===== src/rtl/imm_encoder_pkg.sv =====
// Shared decode-side definitions: immediate format encoding and base opcodes.
// The immediate extender and the encoder both import this package.
package imm_encoder_pkg;

  localparam int XLEN = 32;

  typedef enum logic [2:0] {
    IMM_I = 3'b000,
    IMM_S = 3'b001,
    IMM_B = 3'b010,
    IMM_J = 3'b011,
    IMM_U = 3'b100
  } imm_src_e;

  localparam logic [6:0] OP_LOAD   = 7'h03;
  localparam logic [6:0] OP_IMM    = 7'h13;
  localparam logic [6:0] OP_AUIPC  = 7'h17;
  localparam logic [6:0] OP_STORE  = 7'h23;
  localparam logic [6:0] OP_LUI    = 7'h37;
  localparam logic [6:0] OP_BRANCH = 7'h63;
  localparam logic [6:0] OP_JALR   = 7'h67;
  localparam logic [6:0] OP_JAL    = 7'h6F;

  // Codes above IMM_U have no immediate layout.
  function automatic logic is_legal_src(logic [2:0] src);
    return src <= IMM_U;
  endfunction

endpackage


===== src/rtl/imm_encoder_if.sv =====
// Request/response bundle of the immediate encoder.
// Handshake: a beat transfers on a rising clk edge where valid & ready are both 1;
// valid never waits on ready, and once raised valid and its payload hold until that transfer.
interface imm_encoder_if
  import imm_encoder_pkg::*;
#(
  parameter int WIDTH     = XLEN,
  parameter int ERR_CNT_W = 16
);
  logic                 in_valid;
  logic                 in_ready;
  logic [2:0]           ImmSrc;
  logic [WIDTH-1:0]     Imm;
  logic [WIDTH-1:0]     BaseInstr;
  logic                 out_valid;
  logic                 out_ready;
  logic [WIDTH-1:0]     Instr;
  logic                 RangeErr;
  logic [ERR_CNT_W-1:0] ErrCount;

  modport master (
    output in_valid, ImmSrc, Imm, BaseInstr, out_ready,
    input  in_ready, out_valid, Instr, RangeErr, ErrCount
  );

  modport slave (
    input  in_valid, ImmSrc, Imm, BaseInstr, out_ready,
    output in_ready, out_valid, Instr, RangeErr, ErrCount
  );
endinterface


===== src/rtl/imm_range_check.sv =====
// Flags an immediate that the selected format cannot represent exactly.
// Purely combinational; illegal format codes always flag.
module imm_range_check
  import imm_encoder_pkg::*;
(
  input  logic [2:0]  src,
  input  logic [31:0] imm,
  output logic        range_err
);

  logic top21_same;
  logic top20_same;
  logic top12_same;

  // Sign-fit tests: every bit above the field's MSB must copy it.
  assign top21_same = (&imm[31:11]) | ~(|imm[31:11]);
  assign top20_same = (&imm[31:12]) | ~(|imm[31:12]);
  assign top12_same = (&imm[31:20]) | ~(|imm[31:20]);

  always_comb begin
    range_err = 1'b1;
    if (is_legal_src(src)) begin
      case (src)
        IMM_I, IMM_S: range_err = ~top21_same;
        IMM_B:        range_err = ~top20_same | imm[0];
        IMM_J:        range_err = ~top12_same | imm[0];
        IMM_U:        range_err = |imm[11:0];
        default:      range_err = 1'b1;
      endcase
    end
  end

endmodule


===== src/rtl/imm_encoder.sv =====
// Packs a 32-bit immediate into the I/S/B/J/U fields of a base instruction word.
// Two register stages (operands + range flag, then merged word) with valid/ready flow control.
module imm_encoder
  import imm_encoder_pkg::*;
#(
  parameter int WIDTH     = XLEN,
  parameter int ERR_CNT_W = 16
) (
  input logic         clk,
  input logic         rst,
  imm_encoder_if.slave bus
);

  logic                 adv1;
  logic                 adv2;
  logic                 v1;
  logic                 v2;
  logic [2:0]           src1;
  logic [WIDTH-1:0]     imm1;
  logic [WIDTH-1:0]     base1;
  logic                 err1;
  logic                 range_err;
  logic [WIDTH-1:0]     merged;
  logic [WIDTH-1:0]     instr2;
  logic                 err2;
  logic [ERR_CNT_W-1:0] err_cnt;

  imm_range_check u_range (
    .src       (bus.ImmSrc),
    .imm       (bus.Imm),
    .range_err (range_err)
  );

  // A stage may load whenever it is empty or its content leaves this cycle.
  assign adv2         = ~v2 | bus.out_ready;
  assign adv1         = ~v1 | adv2;
  assign bus.in_ready = adv1;

  always_ff @(posedge clk) begin
    if (rst) begin
      v1    <= 1'b0;
      src1  <= '0;
      imm1  <= '0;
      base1 <= '0;
      err1  <= 1'b0;
    end else if (adv1) begin
      v1 <= bus.in_valid;
      if (bus.in_valid) begin
        src1  <= bus.ImmSrc;
        imm1  <= bus.Imm;
        base1 <= bus.BaseInstr;
        err1  <= range_err;
      end
    end
  end

  // Out-of-range values are still packed by truncation; only the flag reports it.
  always_comb begin
    merged = base1;
    case (src1)
      IMM_I: merged[31:20] = imm1[11:0];
      IMM_S: begin
        merged[31:25] = imm1[11:5];
        merged[11:7]  = imm1[4:0];
      end
      IMM_B: begin
        merged[31]    = imm1[12];
        merged[30:25] = imm1[10:5];
        merged[11:8]  = imm1[4:1];
        merged[7]     = imm1[11];
      end
      IMM_J: begin
        merged[31]    = imm1[20];
        merged[30:21] = imm1[10:1];
        merged[20]    = imm1[11];
        merged[19:12] = imm1[19:12];
      end
      IMM_U: merged[31:12] = imm1[31:12];
      default: merged = base1;
    endcase
  end

  always_ff @(posedge clk) begin
    if (rst) begin
      v2     <= 1'b0;
      instr2 <= '0;
      err2   <= 1'b0;
    end else if (adv2) begin
      v2 <= v1;
      if (v1) begin
        instr2 <= merged;
        err2   <= err1;
      end
    end
  end

  always_ff @(posedge clk) begin
    if (rst) begin
      err_cnt <= '0;
    end else if (v2 && bus.out_ready && err2 && !(&err_cnt)) begin
      err_cnt <= err_cnt + 1'b1;
    end
  end

  assign bus.out_valid = v2;
  assign bus.Instr     = instr2;
  assign bus.RangeErr  = err2;
  assign bus.ErrCount  = err_cnt;

endmodule

===== src/flat_wrapper.sv =====
// flat-port wrapper written by rule: the top's interface ports become plain ports
module imm_encoder_flat import imm_encoder_pkg::*;
#(
  parameter int WIDTH     = XLEN,
  parameter int ERR_CNT_W = 16
)
  (clk, rst, bus_in_valid, bus_ImmSrc, bus_Imm, bus_BaseInstr, bus_out_ready, bus_in_ready, bus_out_valid, bus_Instr, bus_RangeErr, bus_ErrCount);
  imm_encoder_if #(.WIDTH(WIDTH), .ERR_CNT_W(ERR_CNT_W)) bus_i ();
  input logic clk;
  input logic rst;
  input wire logic [$bits(bus_i.in_valid)-1:0] bus_in_valid;
  input wire logic [$bits(bus_i.ImmSrc)-1:0] bus_ImmSrc;
  input wire logic [$bits(bus_i.Imm)-1:0] bus_Imm;
  input wire logic [$bits(bus_i.BaseInstr)-1:0] bus_BaseInstr;
  input wire logic [$bits(bus_i.out_ready)-1:0] bus_out_ready;
  output wire logic [$bits(bus_i.in_ready)-1:0] bus_in_ready;
  output wire logic [$bits(bus_i.out_valid)-1:0] bus_out_valid;
  output wire logic [$bits(bus_i.Instr)-1:0] bus_Instr;
  output wire logic [$bits(bus_i.RangeErr)-1:0] bus_RangeErr;
  output wire logic [$bits(bus_i.ErrCount)-1:0] bus_ErrCount;
  assign bus_i.in_valid = bus_in_valid;
  assign bus_i.ImmSrc = bus_ImmSrc;
  assign bus_i.Imm = bus_Imm;
  assign bus_i.BaseInstr = bus_BaseInstr;
  assign bus_i.out_ready = bus_out_ready;
  assign bus_in_ready = bus_i.in_ready;
  assign bus_out_valid = bus_i.out_valid;
  assign bus_Instr = bus_i.Instr;
  assign bus_RangeErr = bus_i.RangeErr;
  assign bus_ErrCount = bus_i.ErrCount;
  imm_encoder #(.WIDTH(WIDTH), .ERR_CNT_W(ERR_CNT_W)) u_core (.clk(clk), .rst(rst), .bus(bus_i));
endmodule

===== config.mk =====
export PLATFORM = sky130hd
export DESIGN_NAME = imm_encoder_flat
export DESIGN_NICKNAME = d
export VERILOG_FILES = /design/src/rtl/imm_encoder_pkg.sv /design/src/rtl/imm_encoder_if.sv /design/src/rtl/imm_range_check.sv /design/src/rtl/imm_encoder.sv /design/src/flat_wrapper.sv
export SDC_FILE = /design/constraint.sdc
export NUM_CORES = 1
export LEC_CHECK = 0
export ABC_AREA = 1
export BUFFER_PORTS_ARGS = -buffer_cell sky130_fd_sc_hd__buf_2
export CAP_MARGIN = 15
export CORE_ASPECT_RATIO = 0.7
export CORE_MARGIN = 2
export CORE_UTILIZATION = 30
export CTS_BUF_LIST = sky130_fd_sc_hd__clkbuf_8
export CTS_CLUSTER_SIZE = 24
export DETAILED_ROUTE_END_ITERATION = 6
export REMOVE_ABC_BUFFERS = 1
export SLEW_MARGIN = 20
export SYNTH_ARGS = -nofsm -noshare
export SYNTH_HDL_FRONTEND = slang
export SYNTH_SLANG_ARGS = --single-unit

===== constraint.sdc =====
create_clock -name clk -period 3.6 [get_ports clk]
set_input_delay 0.36 -clock clk [delete_from_list [all_inputs] [get_ports clk]]
set_output_delay 0.36 -clock clk [all_outputs]
set_load 0.03 [all_outputs]

==> impl_metrics.csv, run 1 <==
group,metric,value,unit
placement,place.gp.congestion,0.8638,
worst_setup_path,end_kind,"flip-flop",
final_layout,final_cell_area,6364,sq um
detailed_routing,drtAntennaViolNets,0,
clock_tree,insertion_delay,430,ps
final_layout,fillers,1845,
sta,fin_skew,14.17,ps
yosys,ys.flop_type,"dfxtp_1",
final_layout,final_cells,1079,
yosys,syn_area,5146,sq um
yosys,synthCells,726,
power_and_ir_drop,seq_power_share,45.4,%
clock_tree,cts_buffer_depth,2,
power_and_ir_drop,p_sw,870.2,uW
die,placementRows,40,
detailed_routing,vias_per_cell,4.595,
global_route,grtUsageMet1,24.89,%
clock_tree,cts_tree,"done",
status,outcome,"finished clean",
detailed_routing,post_drt_wl_per_cell,13.77,um
clock_tree,numCtsBuffers,17,
final_layout,drive_gt1_share,21.11,%
power_and_ir_drop,comb_power_share,12.1,%
global_route,use_met3,3.418,%
sta,setup_viol,0,
clock_tree,post_cts_buffers,0,
power_and_ir_drop,internal_power,2.313,mW
yosys,synthAdderAreaFrac,0.2431,%
yosys,synth-seq-cells,119,
power_and_ir_drop,total_power,3.183,mW
global_route,grt_antenna_before_repair,0,
power_and_ir_drop,clkPwrFrac,42.5,%
clock_tree,tritoncts_num_sinks,119,
job,maxCapViolCount,0,
clock_tree,htreeDepth,4,
sta,tns,0,ps
global_route,busiest_layer,"met1",
yosys,synthMuxAreaShare,0,%
clock_tree,cts-root-buf,"clkbuf_8",
sta,hold-worst-slack,184.0,ps
yosys,seq_area_frac_synth,46.29,%
global_route,grt_first_pass_wirelength,23800,um
yosys,synth_compound_area_share,17.85,%
sta,relSlewSlack,39.20,%
yosys,async_reset_ff_share,0,%
detailed_routing,first_pass_iters,5,
power_and_ir_drop,leakage,2.855,nW
yosys,synth_top_family_by_area,"simple AND/OR/NAND/NOR gates",
final_layout,diodes,0,
placement,dpl.cell_count,1047,
yosys,synth-edff-count,0,
placement,portBuffers,121,
sta,period_share,51.43,%
clock_tree,ctsResizeCount,0,
sta,final_hold_viol_count,0,
final_layout,final_util,37.51,%
final_layout,area_delta_synth_final,23.66,%
die,die_h,113.6,um
clock_tree,cts_hold_buffers,0,
placement,dpl.hpwl,10240,um
sta,min_period,1851,ps
worst_hold_path,min_path_type,"in2reg",
sta,slew_viol_final,0,
detailed_routing,vias,4958,
yosys,synthXorXnorAreaFrac,1.532,%
yosys,syn_area_per_cell,7.088,sq um
detailed_routing,drc,0,
die,core-area,16970,sq um
die,start_util,30.33,%
die,num_io_pins,122,
global_route,grt.overflow.total,0,
power_and_ir_drop,power_density,500.3,nW/um^2
die,fp.dieW,160.5,um
global_route,track_usage,16.54,%
sta,setup_slack,1749,ps
worst_hold_path,hold_depth,3,
yosys,synth_simple_gate_area_share,26.84,%
detailed_routing,wirelength,14850,um
placement,dpl_cell_area,5923,sq um
power_and_ir_drop,vdd_drop_max,0.1861,mV
worst_setup_path,reg2reg_depth,6,
global_route,grt_max_degree,69,
die,die_area,18230,sq um
power_and_ir_drop,switching_share,27.34,%
placement,pre_cts_ws,1594,ps
global_route,use_met2,23.91,%
yosys,yosysWarnings,0,
worst_setup_path,worst_ep_arrival_time,2200,ps
global_route,first_global_vias,4563,
sta,worst_pin_slew,910.7,ps
yosys,ys_types,28,
worst_setup_path,crit_fanout,52,
sta,rsz0062_at_grt,"no",
final_layout,finalNetCount,907,
clock_tree,clk_pin_slew_worst_paths,80,ps
detailed_routing,drtIter0Drc,267,
worst_setup_path,path_class,"reg2reg",
worst_setup_path,start_kind,"flip-flop",
sta,fmax,540.1,MHz
worst_setup_path,required,3950,ps
kinds of logic (layout without fill, tap and decap cells):
kind of cell,after synthesis,count (layout)
flip-flops,119,119
XOR/XNOR,9,9
adder cells (fa/ha/maj),1,1
AO/OA/AOI/OAI,165,165
AND/OR/NAND/NOR,343,343
buffers and inverters,89,211
flip-flops by register name, indices dropped and copies added (netlist names):
name and cells:
u_core.base1 32, u_core.bus.ErrCount 16, u_core.bus.Instr 32, u_core.bus.RangeErr 1
u_core.bus.out_valid 1, u_core.err1 1, u_core.imm1 32, u_core.src1 3
u_core.v1 1
cell type report:
type                       instances  area, sq um  share of cell area [%]
multi-input combinational        518         2394                   37.61
sequential                       119         2382                   37.44
timing repair buffer             127        663.1                   10.42
tap                              231        289.0                   4.542
clock buffer                      19        261.5                   4.109
inverter                          52        195.2                   3.067
clock inverter                    13        178.9                   2.812
worst max-delay path: stages (launching register included):
cell and delay (ps):
dfxtp_1 340, nand3_1 140, nand2_2 70, inv_2 660
buf_4 380, nor2_1 70, nor2_1 100
cells in the mapped netlist (2+ instances only):
| master | instances | share of area [%] |
|---|---|---|
| a21oi_1 | 39 | 3.8 |
| a21oi_2 | 8 | 1.4 |
| a221oi_1 | 7 | 1.2 |
| buf_2 | 12 | 1.2 |
| clkbuf_1 | 22 | 1.6 |
| dfxtp_1 | 119 | 46 |
| inv_1 | 49 | 3.6 |
| inv_2 | 3 | 0.22 |
| nand2_1 | 120 | 8.8 |
| nand2_2 | 2 | 0.24 |
| nand3_1 | 23 | 2.2 |
| nand3_2 | 2 | 0.39 |
| nand4_1 | 8 | 0.97 |
| nor2_1 | 180 | 13 |
| nor3_1 | 4 | 0.39 |
| nor3_2 | 2 | 0.39 |
| o211ai_1 | 13 | 1.9 |
| o21ai_0 | 96 | 9.3 |
| xnor2_1 | 3 | 0.51 |
| xor2_1 | 6 | 1.0 |
path summary, 6_finish.rpt:
path	slack [ps]	end	from
max	1750	u_core.base1[7]	u_core.bus.out_valid
min	180	u_core.base1[9]	bus_BaseInstr[9]
max reg2reg	1750	u_core.base1[7]	u_core.bus.out_valid
min reg2reg	470	u_core.bus.Instr[30]	u_core.imm1[30]
layer usage:
| layer | wire length (um) | share of wire (%) | vias to the layer above |
|---|---|---|---|
| met5 | 0 | 0 | - |
| met4 | 97 | 0.65 | 0 |
| met3 | 804 | 5.4 | 10 |
| met2 | 6030 | 41 | 134 |
| met1 | 7921 | 53 | 2230 |
| li1 | - | - | 2584 |
power by group through the flow:
stage,sequential [mW],combinational (mW),clock [mW]
floorplan,1.52,0.181,0
finish,1.44,0.386,1.35
detailed placement,1.47,0.386,0
CTS,1.44,0.388,1.38
global placement,1.47,0.383,0
global route,1.45,0.434,1.45
cell usage in the layout (no fill, tap or decap), types with 6 or more instances in the layout:
master      n
nand2_1   119
nand3_1    23
clkbuf_8   19
a221oi_1    7
inv_1      49
o211ai_1   13
o21ai_0    96
buf_2     121
a21oi_2     8
nand4_1     8
dfxtp_1   119
xor2_1      6
nor2_1    180
a21oi_1    39
No activity file was read; power rests on OpenSTA's default activity.
==> run 2, diff against run 1 <==
- ABC_AREA: 1 -> 0
- clock period: 3.6 -> 1.52 ns (I/O delays scaled with it)
==> run 2 against run 1 <==
- the run now ends with negative setup slack left
- combinational power grew to 2.7 times the previous value
- clock power grew 100%
- register-to-register slack lost 1800 ps
- largest cell class unchanged
- critical endpoint is now u_core.bus.ErrCount[5]
- global-route usage grew 0.86 points
- highest routed layer unchanged
- sequential power grew 130%
- routed wire length grew 4.3%
==> impl_metrics.csv, run 2 <==
group,metric,value,unit
global_route,grt_antenna_before_repair,0,
placement,place.gp.congestion,0.8500,
yosys,async_reset_ff_share,0,%
worst_setup_path,required,1840,ps
worst_setup_path,worst_path_largest_cell_delay,350,ps
yosys,synth-edff-count,0,
power_and_ir_drop,vdd_drop_max,0.4869,mV
yosys,ys_types,47,
sta,relSlewSlack,72.45,%
final_layout,final_cell_mix,"168 x nand2_1, 117 x buf_2, 113 x dfxtp_1",
worst_setup_path,startpoint,"u_core.bus.ErrCount[0]",
status,outcome,"finished with violations",
sta,worst_pin_slew,409.5,ps
sta,final_hold_viol_count,0,
sta,period_share,104.5,%
yosys,synth_simple_gate_area_share,24.02,%
die,fp.dieW,157.6,um
final_layout,drive_gt1_share,28.54,%
global_route,grt_first_pass_wirelength,23870,um
power_and_ir_drop,total_power,7.165,mW
detailed_routing,first_pass_iters,4,
final_layout,final_cell_area,7416,sq um
power_and_ir_drop,power_density,966.1,nW/um^2
worst_hold_path,min_path_type,"in2reg",
worst_setup_path,start_kind,"flip-flop",
clock_tree,cts_buffer_depth,2,
final_layout,fillers,1638,
yosys,synth_top_area_cell,"dfxtp_1",
yosys,synthTopCellsByCount,"171 x nand2_1, 119 x dfxtp_1, 98 x a21oi_1, 52 x nor2_1, 35 x clkbuf_1",
global_route,grt.overflow.total,0,
clock_tree,tritoncts_num_sinks,119,
detailed_routing,drc,0,
yosys,ys.flop_type,"dfxtp_1",
sta,fin_skew,10.03,ps
worst_setup_path,worst_ep_arrival_time,1910,ps
worst_setup_path,cp_top_family,"simple AND/OR/NAND/NOR gates",
detailed_routing,vias,5060,
worst_hold_path,holdCritStartpoint,"rst",
yosys,yosys.area.top_type_share,48.09,%
final_layout,ff_latch_area,2392,sq um
global_route,track_usage,17.40,%
final_layout,area_delta_synth_final,49.71,%
status,violations,"negative setup slack",
yosys,seq_area_frac_synth,48.09,%
detailed_routing,drtIter0Drc,310,
final_layout,multi_input_area,2476,sq um
global_route,grt_max_degree,55,
clock_tree,insertion_delay,440,ps
placement,portBuffers,121,
die,placementRows,39,
yosys,syn_area_per_cell,7.913,sq um
sta,rsz0062_at_grt,"yes",
yosys,synthCells,626,
worst_setup_path,critPathSlowestCell,"dfxtp_2",
die,core-area,16250,sq um
clock_tree,cts-root-buf,"clkbuf_8",
global_route,first_global_vias,4653,
final_layout,finalNetCount,916,
worst_setup_path,path_buf_inv,2,
detailed_routing,wirelength,15490,um
final_layout,layout_commonest_cell,"nand2_1",
die,start_util,30.48,%
sta,slew_viol_final,0,
die,die_area,17570,sq um
worst_setup_path,crit_fanout,8,
worst_setup_path,end_kind,"flip-flop",
placement,dpl_cell_area,6206,sq um
sta,fmax,629.8,MHz
detailed_routing,drtAntennaViolNets,0,
power_and_ir_drop,leakage,3.083,nW
clock_tree,numCtsBuffers,17,
worst_setup_path,path_class,"reg2reg",
worst_setup_path,r2r-start,"u_core.bus.ErrCount[0]",
sta,setup_slack,-67.83,ps
yosys,synthMuxAreaShare,2.627,%
sta,hold-worst-slack,90.72,ps
yosys,synthXorXnorAreaFrac,2.475,%
yosys,synthAdderAreaFrac,0.2526,%
yosys,synth_top_family_by_area,"simple AND/OR/NAND/NOR gates",
detailed_routing,vias_per_cell,4.685,
clock_tree,clk_pin_slew_worst_paths,70,ps
final_layout,final_util,45.64,%
yosys,synth_compound_area_share,18.09,%
placement,dpl.hpwl,10590,um
final_layout,diodes,0,
die,die_h,111.5,um
yosys,synthTopCellsByArea,"dfxtp_1 48%, nand2_1 13%, a21oi_1 9.9%",
yosys,yosysWarnings,0,
sta,setup_viol,14,
clock_tree,cts_tree,"done",
job,maxCapViolCount,0,
yosys,syn_area,4954,sq um
sta,min_period,1588,ps
yosys,synth.most_common_cell,"nand2_1",
worst_setup_path,path_cells,"ha_4 > nand2_4 > nor4b_4 > buf_6 > buf_8 > a211oi_2 > xnor2_1 > nor2_1",
yosys,synth-seq-cells,119,
detailed_routing,post_drt_wl_per_cell,14.34,um
clock_tree,htreeDepth,4,
die,num_io_pins,122,
run 2: cell types whose count changed after synthesis, sizes merged, moves of 13 or more:
cell,previous run,this run
mux2i,0,13
clkbuf,22,35
a211oi,1,16
inv,52,6
nand2,123,171
o21ai,96,9
nand3,25,9
o211ai,13,0
nor2,181,53
a21oi,47,98
run 2: path summary, 6_finish.rpt:
check                            to  slack [ps]  depth (start not counted)
max          u_core.bus.ErrCount[5]         -70                          8
min          u_core.bus.ErrCount[7]          90                          2
max reg2reg  u_core.bus.ErrCount[5]         -70                          8
min reg2reg     u_core.bus.Instr[5]         450                          2
run 2: area by class of cell:
class | count | area share (%)
multi-input cells | 454 | 33.39
clock buffers | 24 | 4.454
clock inverters | 6 | 0.6749
well taps | 225 | 3.796
repair buffers | 246 | 25.12
flip-flops and latches | 119 | 32.26
inverters | 6 | 0.3037
run 2: timing repair:
action	in CTS	in global routing
hold endpoints to repair	66	0
gates resized for setup	18	24
pin swaps	7	15
hold buffers	66	0
endpoints found under the setup margin	19	38
gates cloned	0	1
setup buffers	0	2
run 2: power by group:
part	total, mW	switching [mW]	leakage [nW]	internal (mW)
Combinational	1.05	0.571	1.89	0.474
Clock	2.75	1.20	0.212	1.56
Sequential	3.36	0.0915	0.979	3.27
run 2: logic make-up (layout without fill, tap and decap cells):
family	Yosys count	after routing
multiplexers	13	13
XOR/XNOR	14	14
adder cells (fa/ha/maj)	1	1
AND/OR/NAND/NOR	276	276
buffers and inverters	53	282
flip-flops	119	119
AO/OA/AOI/OAI	150	150
run 2: metal layers:
layer	GRT usage, %	part of all wire (%)	up-vias
li1	-	-	2578
met5	0	0	-
met4	5.333	1.1	0
met2	24.86	42	136
met3	4.476	5.8	11
met1	25.53	52	2335
run 2: worst reg2reg max path, delay by kind of cell (launching register included):
kind            cells  cell delay [ps]
simple gates        3              410
flops               1              350
buf+inv             2              320
xor+xnor            1              170
fa+ha+maj           1              150
compound gates      1               70
run 2: stage by stage:
step | TNS [ps] | std cells | worst slack, ps
3_5_place_dp | -2401 | 984 | -210.2
5_1_grt | -1695 | 1080 | -152.8
2_1_floorplan | -74580 | 579 | -1167
6_report | -379.2 | 1080 | -67.83
4_1_cts | -956.8 | 1080 | -86.66
3_3_place_gp | -2043 | 984 | -173.4
==> run 3, diff against run 2 <==
- MAX_ROUTING_LAYER: not set -> met4
==> run 3 against run 2 <==
- the run still ends with negative setup slack left
- fmax is 0.11% lower
- power increased by 0.17%
- cell count unchanged
- sequential cell count unchanged
- non-clock buffer count unchanged
- critical path depth unchanged
- sequential power hardly changed
- setup slack lost 1.7 ps
- core utilization did not move
- routed wire length grew 0.48%
- critical endpoint is now u_core.bus.ErrCount[1]
- highest routed layer unchanged
==> impl_metrics.csv, run 3 (same netlist as run 2, synthesis figures left out) <==
group,metric,value,unit
sta,final_hold_viol_count,0,
detailed_routing,highest_layer,"met4",
sta,fin_skew,8.835,ps
clock_tree,htreeDepth,4,
worst_setup_path,path_class,"reg2reg",
status,outcome,"finished with violations",
detailed_routing,post_drt_wl_per_cell,14.41,um
detailed_routing,vias_per_cell,4.662,
worst_setup_path,start_kind,"flip-flop",
worst_hold_path,min_path_type,"in2reg",
die,die_h,111.5,um
final_layout,ff_latch_area,2392,sq um
placement,portBuffers,121,
placement,dpl_cell_area,6206,sq um
sta,slew_viol_final,0,
final_layout,area_delta_synth_final,49.71,%
detailed_routing,vias,5035,
global_route,track_usage,17.94,%
worst_setup_path,required,1840,ps
sta,setup_viol,14,
final_layout,multi_input_area,2476,sq um
sta,period_share,104.6,%
detailed_routing,drc,0,
clock_tree,cts-root-buf,"clkbuf_8",
detailed_routing,drtIter0Drc,283,
die,die_area,17570,sq um
global_route,first_global_vias,4657,
status,violations,"negative setup slack",
die,num_io_pins,122,
sta,min_period,1590,ps
clock_tree,tritoncts_num_sinks,119,
final_layout,final_util,45.64,%
worst_setup_path,crit_fanout,8,
die,placementRows,39,
sta,worst_pin_slew,386.8,ps
detailed_routing,met1_length,8146,um
clock_tree,insertion_delay,430,ps
detailed_routing,wl_met2,6434,um
global_route,grt_max_degree,55,
job,maxCapViolCount,0,
final_layout,layout_commonest_cell,"nand2_1",
final_layout,final_cell_mix,"168 x nand2_1, 117 x buf_2, 113 x dfxtp_1",
final_layout,final_cell_area,7416,sq um
clock_tree,cts_tree,"done",
detailed_routing,wirelength,15560,um
global_route,grt.overflow.total,0,
final_layout,drive_gt1_share,28.54,%
sta,setup_slack,-69.51,ps
detailed_routing,drtAntennaViolNets,0,
die,start_util,30.48,%
final_layout,fillers,1638,
power_and_ir_drop,leakage,3.083,nW
global_route,grt_first_pass_wirelength,23870,um
power_and_ir_drop,power_density,967.7,nW/um^2
sta,hold-worst-slack,94.52,ps
global_route,grt_antenna_before_repair,0,
sta,rsz0062_at_grt,"yes",
die,core-area,16250,sq um
power_and_ir_drop,vdd_drop_max,0.4873,mV
placement,dpl.hpwl,10590,um
sta,fmax,629.1,MHz
clock_tree,clk_pin_slew_worst_paths,70,ps
die,fp.dieW,157.6,um
placement,place.gp.congestion,0.8634,
clock_tree,numCtsBuffers,17,
final_layout,finalNetCount,916,
sta,relSlewSlack,73.98,%
final_layout,diodes,0,
worst_setup_path,end_kind,"flip-flop",
detailed_routing,met3_length,839,um
clock_tree,cts_buffer_depth,2,
worst_setup_path,worst_ep_arrival_time,1910,ps
detailed_routing,first_pass_iters,5,
-- run 3: cell counts in the layout (fill, tap and decap cells not counted) --
Identical to the previous run, type by type.
-- run 3: timing repair --
action	4_1_cts	5_1_grt
hold buffers	66	0
setup buffers	0	2
hold endpoints to repair	66	0
gates cloned	0	1
gates resized for setup	18	24
pin swaps	7	15
endpoints found under the setup margin	19	37
-- run 3: path summary, 6_finish.rpt --
path              depth (start not counted)  slack (ps)                    from                endpoint
setup / recovery                          8         -70  u_core.bus.ErrCount[0]  u_core.bus.ErrCount[1]
setup reg to reg                          8         -70  u_core.bus.ErrCount[0]  u_core.bus.ErrCount[1]
hold reg to reg                           2         450     u_core.bus.Instr[5]     u_core.bus.Instr[5]
hold / removal                            2          90                     rst  u_core.bus.ErrCount[7]
-- run 3: worst max-delay path, cell delays in order (launching register included) --
cell and delay [ps]:
dfxtp_2 350, ha_4 150, nand2_4 60, nor4b_4 280, buf_6 180, buf_8 140
a21oi_2 80, mux2i_1 180, nor2_1 50
-- run 3: layout make-up --
cell class                      instances  area share [%]
Multi-Input combinational cell        454           33.39
Sequential cell                       119           32.26
Timing Repair Buffer                  246           25.12
Clock buffer                           24           4.454
Tap cell                              225           3.796
Clock inverter                          6          0.6749
Inverter                                6          0.3037
-- run 3: stage by stage --
stage	setup TNS, ps	std cells	power, mW	setup WS [ps]
after floorplan	-74580	579	3.855	-1167
after global placement	-2043	984	4.311	-173.4
after detailed placement	-2401	984	4.319	-210.2
after CTS	-956.8	1080	7.222	-86.66
after global routing	-1690	1080	7.483	-152.8
final	-379.0	1080	7.177	-69.51
-- run 3: layer usage --
| metal | global-route usage [%] | up-vias |
|---|---|---|
| met2 | 24.89 | 130 |
| met4 | 4.606 | 0 |
| met5 | - | - |
| met3 | 4.827 | 8 |
| met1 | 25.63 | 2322 |
| li1 | - | 2575 |
-- run 3: power by group --
group / internal, mW / total, mW / switching [mW]
clock network: 1.56 / 2.76 / 1.21
registers: 3.27 / 3.36 / 0.0918
logic: 0.475 / 1.05 / 0.573
total: 5.30 / 7.18 / 1.87
